`src/rtl/counter_driver.sv`:
```
// rtl/counter_driver.sv - steers a +3/-5 step counter to a requested value
// Optional feedback check: define COUNTER_DRIVER_CHECK_EN.
module counter_driver (
  input  logic       clk,
  input  logic       rst,
  input  logic       start,
  input  logic [3:0] target,
  input  logic [3:0] q_in,
  output logic       s,
  output logic       en,
  output logic       busy,
  output logic       done,
  output logic [3:0] steps,
  output logic       err
);

  typedef enum logic [2:0] {
    IDLE,
    PLAN,
    STEP,
    CHECK,
    DONE
  } state_t;

  state_t     state;
  logic [3:0] tgt_q;
  logic [3:0] n_q;

  logic [3:0] diff_up;
  logic [3:0] diff_dn;
  logic [3:0] du;
  logic [3:0] dd;
  logic       up_sel;
  logic [3:0] n_plan;

  // 11 and 13 are the inverses of 3 and 5 mod 16, so these give step counts directly
  always_comb begin
    diff_up = tgt_q - q_in;
    diff_dn = q_in - tgt_q;
    du      = diff_up * 4'd11;
    dd      = diff_dn * 4'd13;
    up_sel  = (du <= dd);
    n_plan  = up_sel ? du : dd;
  end

`ifdef COUNTER_DRIVER_CHECK_EN
  logic [3:0] expected;
  logic       err_q;
  assign err = err_q;
`else
  assign err = 1'b0;
`endif

  always_ff @(posedge clk) begin
    if (rst) begin
      state <= IDLE;
      en    <= 1'b1;
      s     <= 1'b0;
      busy  <= 1'b0;
      done  <= 1'b0;
      steps <= 4'd0;
      tgt_q <= 4'd0;
      n_q   <= 4'd0;
`ifdef COUNTER_DRIVER_CHECK_EN
      expected <= 4'd0;
      err_q    <= 1'b0;
`endif
    end else begin
      done <= 1'b0;
      case (state)
        IDLE: begin
          en <= 1'b1;
          if (start) begin
            tgt_q <= target;
            steps <= 4'd0;
            busy  <= 1'b1;
            state <= PLAN;
`ifdef COUNTER_DRIVER_CHECK_EN
            err_q <= 1'b0;
`endif
          end
        end
        PLAN: begin
          s   <= up_sel;
          n_q <= n_plan;
`ifdef COUNTER_DRIVER_CHECK_EN
          expected <= q_in;
`endif
          if (n_plan == 4'd0) begin
            done  <= 1'b1;
            state <= DONE;
          end else begin
            en    <= 1'b0;
            state <= STEP;
          end
        end
        STEP: begin
          en    <= 1'b1;
          steps <= steps + 4'd1;
`ifdef COUNTER_DRIVER_CHECK_EN
          expected <= s ? (expected + 4'd3) : (expected - 4'd5);
`endif
          state <= CHECK;
        end
        CHECK: begin
`ifdef COUNTER_DRIVER_CHECK_EN
          if (q_in != expected) begin
            err_q <= 1'b1;
            done  <= 1'b1;
            state <= DONE;
          end else
`endif
          if (steps == n_q) begin
            done  <= 1'b1;
            state <= DONE;
          end else begin
            en    <= 1'b0;
            state <= STEP;
          end
        end
        DONE: begin
          busy  <= 1'b0;
          state <= IDLE;
        end
        default: begin
          en    <= 1'b1;
          busy  <= 1'b0;
          state <= IDLE;
        end
      endcase
    end
  end

endmodule

```
`config.mk`:
```
export PLATFORM = sky130hd
export DESIGN_NAME = counter_driver
export DESIGN_NICKNAME = d
export VERILOG_FILES = /design/src/rtl/counter_driver.sv
export SDC_FILE = /design/constraint.sdc
export NUM_CORES = 1
export LEC_CHECK = 0
export BUFFER_PORTS_ARGS = -buffer_cell sky130_fd_sc_hd__buf_2
export CAP_MARGIN = 20
export CORE_MARGIN = 2
export CORE_UTILIZATION = 30
export DETAILED_ROUTE_END_ITERATION = 12
export PLACE_DENSITY = 0.48
export SLEW_MARGIN = 20
export SYNTH_ARGS = -nofsm -noshare
export SYNTH_HDL_FRONTEND = slang
export SYNTH_SLANG_ARGS = --single-unit
```
`constraint.sdc`:
```
create_clock -name clk -period 3.95 [get_ports clk]
set_input_delay 0.395 -clock clk [delete_from_list [all_inputs] [get_ports clk]]
set_output_delay 0.395 -clock clk [all_outputs]
set_load 0.05 [all_outputs]
```
[Yosys cells after proc, flatten, opt, wreduce, memory -nomap -nowiden]
Index checks and enable logic that the tools add are counted.
Storage, ports and cells
  bits in registers: 19
  output and inout bits: 9
  input port bits: 11
  logic and storage cells: 47
Operators by class
  add/sub/neg operators: 3
  bitwise operators: 2
  magnitude comparators: 1
  reduce and logical (&&, ||, !) cells: 8
  mux-type cells: 15
  equal/unequal tests: 8
  multiply operators: 2
Operators by type and width (number)
  $pmux 3 s4: 1
  $mux 3: 3
  $mux 4: 2
  $pmux 4 s2: 1
  $sub 4x4->4: 2
  $eq 3x2->1 const B: 2
  $ne 2x2->1 const B: 3
  $reduce_and 2->1: 3
  $mux 1: 5
  $add 4x1->4 const B: 1
  $eq 4x4->1: 1
  $le 4x4->1: 1
  $logic_not 4->1: 1
  $mul 4x3->4 const B: 1
  $mul 4x4->4 const B: 1
  $pmux 1 s2: 2
  $eq 3x1->1 const B: 1
  $eq 3x3->1 const B: 1
  $logic_not 3->1: 1
  $pmux 1 s3: 1
  $reduce_and 3->1: 1
  $reduce_or 3->1: 1
  $not 1->1: 2
  $reduce_bool 2->1: 1

[Longest topological paths before layout]
  word-level depth: 7
  mapped depth: 18
  gate-level depth less buffers: 18

[Worst setup path before layout]
No wires, ideal clock.
  path type: input to register
  start point: input q_in[0]
  end point: register done
  buffers on the path: 0
  slack: 0.134 ns
  stages on the path: 17
  data arrival time: 3.681 ns
  cell sequence: ha_1 -> inv_1 -> fa_1 -> xor2_2 -> ha_1 -> ha_1 -> xnor2_1 -> xnor2_1 -> and3_4 -> nor2_1 -> xnor2_1 -> ha_1 -> o21a_1 -> o21ai_0 -> a211oi_1 -> nor4_2 -> o21ai_0
Between the ends
  longest elaborated chain between the ends: 7
  elaborated cells between the ends (all ways): 9
  classes of those cells: add/sub (2); mul (2); order compare (1); mux (3); reduce/logical (1)
RTL lines
  start: declaration: RTL line 8  | input logic [3:0] q_in,
  $sub 4x4->4, on equally long branches: RTL line 38, 39
  $mul 4x4->4 / $mul 4x3->4 (equally long branches): RTL line 40, 41
  $le 4x4->1: RTL line 42  | up_sel = (du <= dd);
  $mux 4 (*): RTL line 43  | n_plan = up_sel ? du : dd;
  $logic_not 4->1 (*): RTL line 89  | if (n_plan == 4'd0) begin
  $mux 1 (*): RTL line 89
  $pmux 1 s2 (*): RTL line 70  | case (state)
  end signal: assignment: RTL line 60  | done <= 1'b0;
  end signal: assignment: RTL line 69  | done <= 1'b0;
  end signal: assignment: RTL line 90  | done <= 1'b1;
  end: declaration: RTL line 12  | output logic done,
Every way passes the cells marked *; elsewhere a longest branch is shown, timed or not.
A chain may end at the register's enable or synchronous reset.

[Final worst setup path]
  start point: register tgt_q[0]
  end point: register n_q[3]
Between the ends
  longest elaborated chain between the ends: 4
  elaborated cells between the ends (all ways): 6
  classes of those cells: add/sub (2); mul (2); order compare (1); mux (1)
RTL lines
  start: declaration: RTL line 26  | logic [3:0] tgt_q;
  start signal: assignment: RTL line 74  | tgt_q <= target;
  $sub 4x4->4, on equally long branches: RTL line 38, 39
  $mul 4x4->4 / $mul 4x3->4 (equally long branches): RTL line 40, 41
  $le 4x4->1: RTL line 42
  $mux 4 (*): RTL line 43
  end signal: assignment: RTL line 85  | n_q <= n_plan;
  end: declaration: RTL line 27  | logic [3:0] n_q;
Marks and branches as above.

==> flow_summary.json <==
{
  "ys_types": 34,
  "grt_max_degree": 19,
  "status": "finished, final reports clean",
  "final_cells": 238,
  "ys_ff_latch": 19,
  "hold_ws_ps": 382.8,
  "gr-total-overflow": 0,
  "core_um2": 4294,
  "cts_sinks": 19,
  "cts-hold-fix-buffers": 0,
  "layout_common_cells": "nor2_1 (22), dfxtp_1 (18), buf_2 (18), inv_1 (13), ha_1 (12)",
  "insertion_delay_ps": 250,
  "cts_tree": "yes",
  "power_mw": 1.329,
  "place_hpwl_um": 2220,
  "p_per_area_nw_per_um2": 811.0,
  "worstSetupPathType": "reg -> reg",
  "clockBufferDepth": 2,
  "clkSlewWorstSetupHoldPaths_ps": 70,
  "hold_class": "in -> reg",
  "drv_cap": 0,
  "wirelength_um": 2841,
  "finalHoldViolCount": 0,
  "finalWorstSetupSlack_ps": 127.8,
  "initial_core_util_pct": 30.71,
  "fin_nets": 214,
  "arrival_ps": 3970,
  "drt_iter0_markers": 97,
  "p_leak_nw": 0.7304,
  "netlist_top_cells_area": "dfxtp_1 (29%), ha_1 (13%), nor2_1 (6.5%), xnor2_1 (4.6%), xor2_1 (4.6%)",
  "netlist_area_um2": 1319,
  "fmax_ghz": 0.2616,
  "gp_congestion": 0.7609,
  "nFillCells": 468,
  "avgSynthCellArea_um2": 8.347,
  "numCtsBuffers": 3,
  "final_util_pct": 38.17,
  "ir_worst_vdd_uv": 282.0,
  "grt_pass1_wl_um": 4836,
  "setup_viol": 0,
  "area_delta_synth_final_pct": 24.29,
  "drtAntennaViolNets": 0,
  "r2r_slack_ps": 130,
  "antenna_found_initial": 0,
  "crit_required_ps": 4100,
  "critPathCaptureType": "flop",
  "slew_headroom_pct": 45.29,
  "wl_per_cell_um": 11.94,
  "skew_ps": 5.572,
  "portBuffers": 18,
  "cp-start-kind": "flop",
  "die_h_um": 70.30,
  "die_w_um": 70.30,
  "rows": 24,
  "die_area_um2": 4942,
  "rsz0062_at_grt": "yes",
  "grt_pass1_vias": 1118,
  "dr_total_vias": 1145,
  "tightest_slew_ps": 817.7,
  "clockRootBuffer": "clkbuf_8",
  "drive_gt1_share_pct": 26.34,
  "io_pins": 20,
  "synthCells": 158,
  "dr.pass1.iters": 5,
  "avgViaCountPerCell": 4.811,
  "drv_slew": 0,
  "yosysWarningCount": 0,
  "synth.largest_area_cell": "dfxtp_1",
  "period_needed_ps": 3822,
  "n_antenna_cell": 0,
  "seq_area_frac_synth_pct": 28.84,
  "finalCritPeriodShare_pct": 96.76,
  "cp_max_fo": 5,
  "drc": 0,
  "synth_top_area_share_pct": 28.84,
  "track_usage_pct": 12.15,
  "placed_cells": 233,
  "final_common_cell": "nor2_1",
  "synth_fp_nets": 185,
  "dp_worst_setup_slack_ps": -192.8,
  "ctsHtreeMaxLevel": 1
}
-- synthesized netlist by cell type --
cell	n
a21oi_1	7
a31oi_1	1
mux2_2	1
o211a_1	1
nand4_1	2
xor2_2	1
mux2i_1	5
conb_1	1
nor3_1	6
nand2_1	7
xnor2_1	7
clkbuf_1	3
nor4_2	1
o21a_1	3
a211oi_1	6
inv_1	15
nand3_1	3
dfxtp_1	19
and3_4	1
nor2_1	23
buf_1	1
ha_1	14
nand2b_1	1
fa_1	2
xor2_1	7
and4_1	1
nor4_1	3
or3_1	2
nor2b_1	3
o31a_2	1
o31a_1	1
o21ai_0	7
a2bb2oi_1	1
buf_4	1
-- per-stage QoR --
stage               setup TNS, ps  area, um^2
detailed placement         -856.3        1526
CTS                             0        1578
global placement           -225.7        1526
global route               -38.46        1639
floorplan                       0        1319
finish                          0        1639
-- per-layer routing --
| layer | vias to the layer above | global-route usage [%] | routed length (um) |
|---|---|---|---|
| li1 | 596 | - | - |
| met1 | 513 | 14.88 | 1311 |
| met2 | 29 | 20.34 | 1358 |
| met3 | 7 | 3.608 | 122 |
| met4 | 0 | 3.846 | 48 |
| met5 | - | 0 | 0 |
-- report_power, final --
group | total, mW | switching (mW) | internal, mW
sequential | 0.254 | 0.0297 | 0.224
combinational | 0.943 | 0.474 | 0.469
clock | 0.132 | 0.0604 | 0.0716
-- what timing repair did --
action | CTS | global route
pin swaps | 0 | 16
gates resized for setup | 2 | 17
buffers inserted | 0 | 2
endpoints found under the setup margin | 5 | 5
-- kinds of logic (layout without fill, tap and decap cells) --
logic type / Yosys count / after routing / synth area share (%)
flip-flops: 19 / 19 / 28.84
buffers and inverters: 20 / 48 / 5.977
XOR/XNOR: 15 / 15 / 10.53
adder cells (fa/ha/maj): 16 / 16 / 16.32
AO/OA/AOI/OAI: 28 / 28 / 13.76
other: 1 / 1 / 0.2844
AND/OR/NAND/NOR: 53 / 53 / 19.64
multiplexers: 6 / 6 / 4.649
-- critical path, cell delays in order, from the launching register on --
cell and delay [ps]:
dfxtp_2 320, inv_2 60, ha_4 120, inv_2 40, fa_2 390, xor2_2 160
ha_1 300, ha_2 190, xnor2_2 130, xnor2_1 200, and3_4 220, nor2_2 40
xnor2_1 120, ha_1 310, o21a_1 160, o21ai_2 80, a211oi_1 460, nor4_4 110
o31a_2 300
-- final timing paths --
| path | from | end | cells past startpoint |
|---|---|---|---|
| worst min-delay path | target[1] | tgt_q[1] | 3 |
| worst min register to register | busy | busy | 2 |
| worst max-delay path | tgt_q[0] | n_q[3] | 18 |
| worst max register to register | tgt_q[0] | n_q[3] | 18 |
-- cell type report --
class	count	area [um^2]	share of cell area, %
clock buffer	4	45.04	2.748
timing repair buffer	29	172.7	10.53
multi-input combinational	119	918.4	56.03
inverter	15	56.30	3.435
sequential	19	381.6	23.28
tap	52	65.06	3.969
-- sequential cells by signal, summed over array words and instances, names as in the netlist --
| register | count |
|---|---|
| state | 3 |
| steps | 4 |
| busy | 1 |
| tgt_q | 4 |
| en | 1 |
| n_q | 4 |
| s | 1 |
| done | 1 |
Power figures use the tool's default switching activity.
